$ cat src/rtl/hazard_ctl.sv
// Pipeline hazard controller: RAW interlock via a 3-stage destination scoreboard,
// branch-redirect flushes, and HALT drain sequencing with a saturating stall counter.
module hazard_ctl (
    input  logic        clk,
    input  logic        rst,
    input  logic        id_valid,
    input  logic [2:0]  id_src1_num,
    input  logic [2:0]  id_src2_num,
    input  logic        id_src1_used,
    input  logic        id_src2_used,
    input  logic [2:0]  id_dst_num,
    input  logic        id_RegWriteEN,
    input  logic        id_dump,
    input  logic        ex_redirect,
    output logic        stall,
    output logic        idex_bubble,
    output logic        ifid_flush,
    output logic        halted,
    output logic [15:0] stall_cycles
);

    localparam int unsigned REG_W   = 3;
    localparam int unsigned SLOT_W  = REG_W + 1;
    localparam int unsigned CNT_W   = 16;
    localparam int unsigned DRAIN_W = 2;
    localparam logic [DRAIN_W-1:0] DRAIN_LAST = DRAIN_W'(2);

    typedef enum logic [1:0] {
        RUN    = 2'd0,
        DRAIN  = 2'd1,
        HALTED = 2'd2
    } state_t;

    state_t               state, state_n;
    logic [DRAIN_W-1:0]   drain_cnt, drain_cnt_n;

    // Slots are {valid, dst}; an invalid slot is held at all-zero.
    logic [SLOT_W-1:0]    ex_slot, mem_slot, wb_slot, ex_slot_n;
    logic                 raw, issue;

    function automatic logic slot_hit(input logic [SLOT_W-1:0] slot,
                                      input logic [REG_W-1:0]  num);
        return slot[SLOT_W-1] && (slot[REG_W-1:0] == num);
    endfunction

    // WB is deliberately excluded: the register file bypasses write-to-read.
    assign raw = id_valid &&
                 ((id_src1_used && (slot_hit(ex_slot, id_src1_num) || slot_hit(mem_slot, id_src1_num))) ||
                  (id_src2_used && (slot_hit(ex_slot, id_src2_num) || slot_hit(mem_slot, id_src2_num))));

    assign issue     = id_valid && !raw && !ex_redirect && (state == RUN);
    assign ex_slot_n = (issue && id_RegWriteEN) ? {1'b1, id_dst_num} : '0;

    // State register
    always_ff @(posedge clk) begin
        if (rst) begin
            state     <= RUN;
            drain_cnt <= '0;
        end else begin
            state     <= state_n;
            drain_cnt <= drain_cnt_n;
        end
    end

    // Next state and control outputs
    always_comb begin
        state_n     = state;
        drain_cnt_n = drain_cnt;
        stall       = 1'b0;
        idex_bubble = 1'b0;
        ifid_flush  = 1'b0;
        unique case (state)
            RUN: begin
                stall       = raw && !ex_redirect;
                idex_bubble = raw || ex_redirect;
                ifid_flush  = ex_redirect;
                if (issue && id_dump) begin
                    state_n     = DRAIN;
                    drain_cnt_n = '0;
                end
            end
            DRAIN: begin
                stall       = 1'b1;
                idex_bubble = 1'b1;
                drain_cnt_n = drain_cnt + DRAIN_W'(1);
                if (drain_cnt == DRAIN_LAST) begin
                    state_n = HALTED;
                end
            end
            HALTED: begin
                stall       = 1'b1;
                idex_bubble = 1'b1;
            end
            default: begin
                state_n = RUN;
            end
        endcase
    end

    // Scoreboard shift, halted flag and stall counter
    always_ff @(posedge clk) begin
        if (rst) begin
            ex_slot      <= '0;
            mem_slot     <= '0;
            wb_slot      <= '0;
            halted       <= 1'b0;
            stall_cycles <= '0;
        end else begin
            wb_slot  <= mem_slot;
            mem_slot <= ex_slot;
            ex_slot  <= ex_slot_n;
            halted   <= (state_n == HALTED);
            if (stall && (stall_cycles != {CNT_W{1'b1}})) begin
                stall_cycles <= stall_cycles + CNT_W'(1);
            end
        end
    end

    // By the time the machine is halted the dump and everything ahead of it has retired.
    a_halted_empty: assert property (@(posedge clk) disable iff (rst)
        (state == HALTED) |-> (ex_slot == '0 && mem_slot == '0 && wb_slot == '0));

endmodule
$ cat config.mk
export PLATFORM = sky130hd
export DESIGN_NAME = hazard_ctl
export DESIGN_NICKNAME = d
export VERILOG_FILES = /design/src/rtl/hazard_ctl.sv
export SDC_FILE = /design/constraint.sdc
export NUM_CORES = 1
export LEC_CHECK = 0
export BUFFER_PORTS_ARGS = -buffer_cell sky130_fd_sc_hd__buf_4
export CORE_MARGIN = 8
export CORE_UTILIZATION = 53
export CTS_CLUSTER_DIAMETER = 150
export DETAILED_ROUTE_END_ITERATION = 10
export PLACE_DENSITY = 0.78
export SYNTH_ARGS = -nofsm -noshare
export SYNTH_HDL_FRONTEND = slang
export SYNTH_SLANG_ARGS = --single-unit
$ cat constraint.sdc
create_clock -name clk -period 2.7 [get_ports clk]
set_input_delay 0.27 -clock clk [delete_from_list [all_inputs] [get_ports clk]]
set_output_delay 0.27 -clock clk [all_outputs]
set_load 0.05 [all_outputs]
==> flow_summary_export.csv <==
group,metric,value,unit
clocking,cts_sinks,29,
global_route,grt_pass1_vias,1492,
drt,drc,0,
placement,place_hpwl,2950,um
floorplan,initial_core_util,54.9,%
drt,wl_per_cell,15.6,um
setup_path,regToRegStartpoint,"state[1]",
global_route,grt_max_degree,32,
floorplan,core.rowCount,20,
flow_run,max-cap-violations,0,
drt,final_antenna_net_count,0,
global_route,antenna_found_initial,0,
timing,post-route-min-period,2420,ps
worst_hold_path,hold_class,"input pin to register",
synthesis,syn_area_per_cell,8.91,um2
timing,rsz0062_at_grt,"no",
synthesis,synth-edff-count,0,
setup_path,worstSetupPathType,"register to primary output",
pwr,p_per_area,409,nW/um2
floorplan,die_x,71.8,um
setup_path,worst_setup_path_start_kind,"register",
clocking,path_clk_slew,80,ps
drt,vias,1543,
worst_hold_path,hp-start,"id_dst_num[0]",
setup_path,critPathRequiredTime,2430,ps
drt,drt_iter0_markers,74,
timing,fin_crit_sh,89.5,%
setup_path,cp-startpoint,"state[0]",
placement,dp_cells,247,
drt,totalWireLength,3970,um
pwr,internal_power,596,uW
clocking,cts_resized,0,
setup_path,ff2ff_path_depth,9,
floorplan,ios,37,
run_status,status,"finished clean",
synthesis,ys_ff_latch,29,
synthesis,synth_cells,185,
timing,tightest_slew,746,ps
cells_and_area,final_cells,254,
global_route,grtUsageTotal,15.3,%
drt,viasPerCell,6.07,
pwr,ir_worst_vdd,275,uV
timing,fmax,0.414,GHz
synthesis,ys_warn_count,0,
timing,setup_viol,0,
setup_path,r2r-end,"stall_cycles[10]",
pwr,clock_power_share,33.8,%
global_route,gr-total-overflow,0,
timing,fin_setup_tns,0,ps
pwr,power.leakage,0.000783,uW
cells_and_area,syn_to_final_growth,20.2,%
cells_and_area,layout_common_cells,"buf_4, dfxtp_1, nand2_1, nor2_1, xnor2_1",
clocking,cts_setup_buffers,0,
clocking,clock_latency,340,ps
pwr,comb_power_share,12.3,%
synthesis,syn_nets,208,
synthesis,synthArstFlopShare,0,%
timing,slew_viol_final,0,
timing,finalClockSkew,13.1,ps
setup_path,cp-end-kind,"primary output",
setup_path,worst-endpoint-arrival,2150,ps
clocking,cts_tree,"done",
drt,dr.pass1.iters,5,
cells_and_area,layout_commonest_cell,"buf_4",
synthesis,seq_area_frac_synth,35.2,%
floorplan,core_region_area,3000,um2
pwr,pwr-share-seq,53.9,%
timing,slew_headroom,50.2,%
synthesis,synth_flop_cell,"dfxtp_1",
setup_path,crit_fanout,22,
timing,finalHoldViolCount,0,
clocking,htreeDepth,2,
cells_and_area,nets,244,
placement,portBuffers,36,
synthesis,yosysUniqueCellTypes,43,
global_route,grt_pass1_wl,6330,um
clocking,cts_buffers,5,
clocking,cts_buffer_depth,2,
pwr,switchingPower,214,uW
worst_hold_path,min_path_cells,2,
clocking,clockRootBuffer,"clkbuf_4",
placement,routabilityCongestion,0.848,
synthesis,syn-cell-area,1650,um2
cells_and_area,diodes,0,
clocking,cts-hold-fix-buffers,0,
setup_path,cp-endpoint,"stall",
floorplan,die_y,71.8,um
cells_and_area,drive_gt1_share,24.0,%
floorplan,fp.dieArea,5150,um2
pwr,swShare,26.4,%
setup_path,r2r_slack,450,ps
worst min-delay path by stage:
| stage | to | slack (ps) |
|---|---|---|
| 2_1_floorplan | ex_slot[0] | 390 |
| 3_3_place_gp | drain_cnt[1] | 470 |
| 3_5_place_dp | drain_cnt[1] | 480 |
| 4_1_cts | ex_slot[2] | 130 |
| 5_1_grt | ex_slot[0] | 130 |
| 6_report | ex_slot[0] | 140 |
logic make-up (layout without fill, tap and decap cells):
| family | after synthesis | after routing | synth area share [%] |
|---|---|---|---|
| and+or+nand+nor | 82 | 82 | 30.3 |
| AOI/OAI and AO/OA | 31 | 31 | 13.4 |
| DFF | 29 | 29 | 35.2 |
| buffers and inverters | 17 | 53 | 4.78 |
| xor gates and xnor gates | 12 | 12 | 6.38 |
| muxes | 8 | 8 | 5.39 |
| adders and majority gates | 6 | 6 | 4.56 |
registers in the layout, indices dropped and copies added, names as in the netlist:
name          flops
ex_slot           4
stall_cycles     16
state             2
drain_cnt         2
halted            1
mem_slot          4
cell type report:
| cell class | count | area (um2) |
|---|---|---|
| fill | 262 | 1020 |
| sequential | 29 | 581 |
| clock buffer | 7 | 55.1 |
| tap | 33 | 41.3 |
| multi-input combinational | 139 | 988 |
| timing repair buffer | 38 | 285 |
| inverter | 8 | 30.0 |
cell usage after synthesis, types with 2 or more instances:
cell type  count  share of area [%]
a21oi_1        9                2.7
a21oi_2        2                1.1
a31oi_1        3                1.1
and2_1         4                1.5
and3_1         3                1.1
and4_1         2                1.1
buf_4          2               0.91
clkbuf_1       6                1.4
dfxtp_1       29                 35
ha_1           6                4.6
inv_1          8                1.8
mux2_1         7                4.8
nand2_1       13                3.0
nand3_1        3               0.91
nand3_2        2                1.2
nand4_1        7                2.7
nor2_1        13                3.0
nor2b_1       11                4.2
nor3_1         2               0.61
nor3_2         2                1.2
nor4_1         5                1.9
nor4b_2        2                1.8
o31ai_1        5                2.3
o32ai_1        2                1.1
o41ai_1        2                1.1
or3_1          3                1.1
or4_1          4                1.8
or4b_1         2                1.2
xnor2_1       12                6.4
power by group through the flow:
stage                     sequential [uW]  clock, uW  combinational, uW
after floorplan                       449          0               58.5
after global placement                446          0               95.9
after detailed placement              446          0               99.3
after CTS                             436        277               99.3
after global routing                  437        295                108
final                                 436        273               99.8
per-layer routing:
| metal | vias to the layer above | routed length [um] | GRT usage (%) |
|---|---|---|---|
| li1 | 753 | - | - |
| met1 | 735 | 1730 | 16.1 |
| met2 | 46 | 1940 | 26.4 |
| met3 | 9 | 229 | 4.88 |
| met4 | 0 | 74 | 7.94 |
| met5 | - | 0 | 0 |
critical path, cell delays in order (launching register included):
cell and delay (ps):
dfxtp_1 410, inv_1 80, ha_1 240, and3b_1 240, nand2_1 100, a21oi_2 40
nor3_2 150, buf_4 260, nor2_1 70, buf_4 220
stage by stage:
stage          area (um2)  hold WS (ps)  utilization (%)  setup WS [ps]  total power, uW
2_1_floorplan        1650           392                -            260              508
3_3_place_gp         1930           467             64.1            630              542
3_5_place_dp         1930           476             64.1            475              546
4_1_cts              1980           133             66.0            282              813
5_1_grt              1980           127             66.0            144              839
6_report             1980           138             66.0            282              809
No activity file was read; power rests on OpenSTA's default activity.
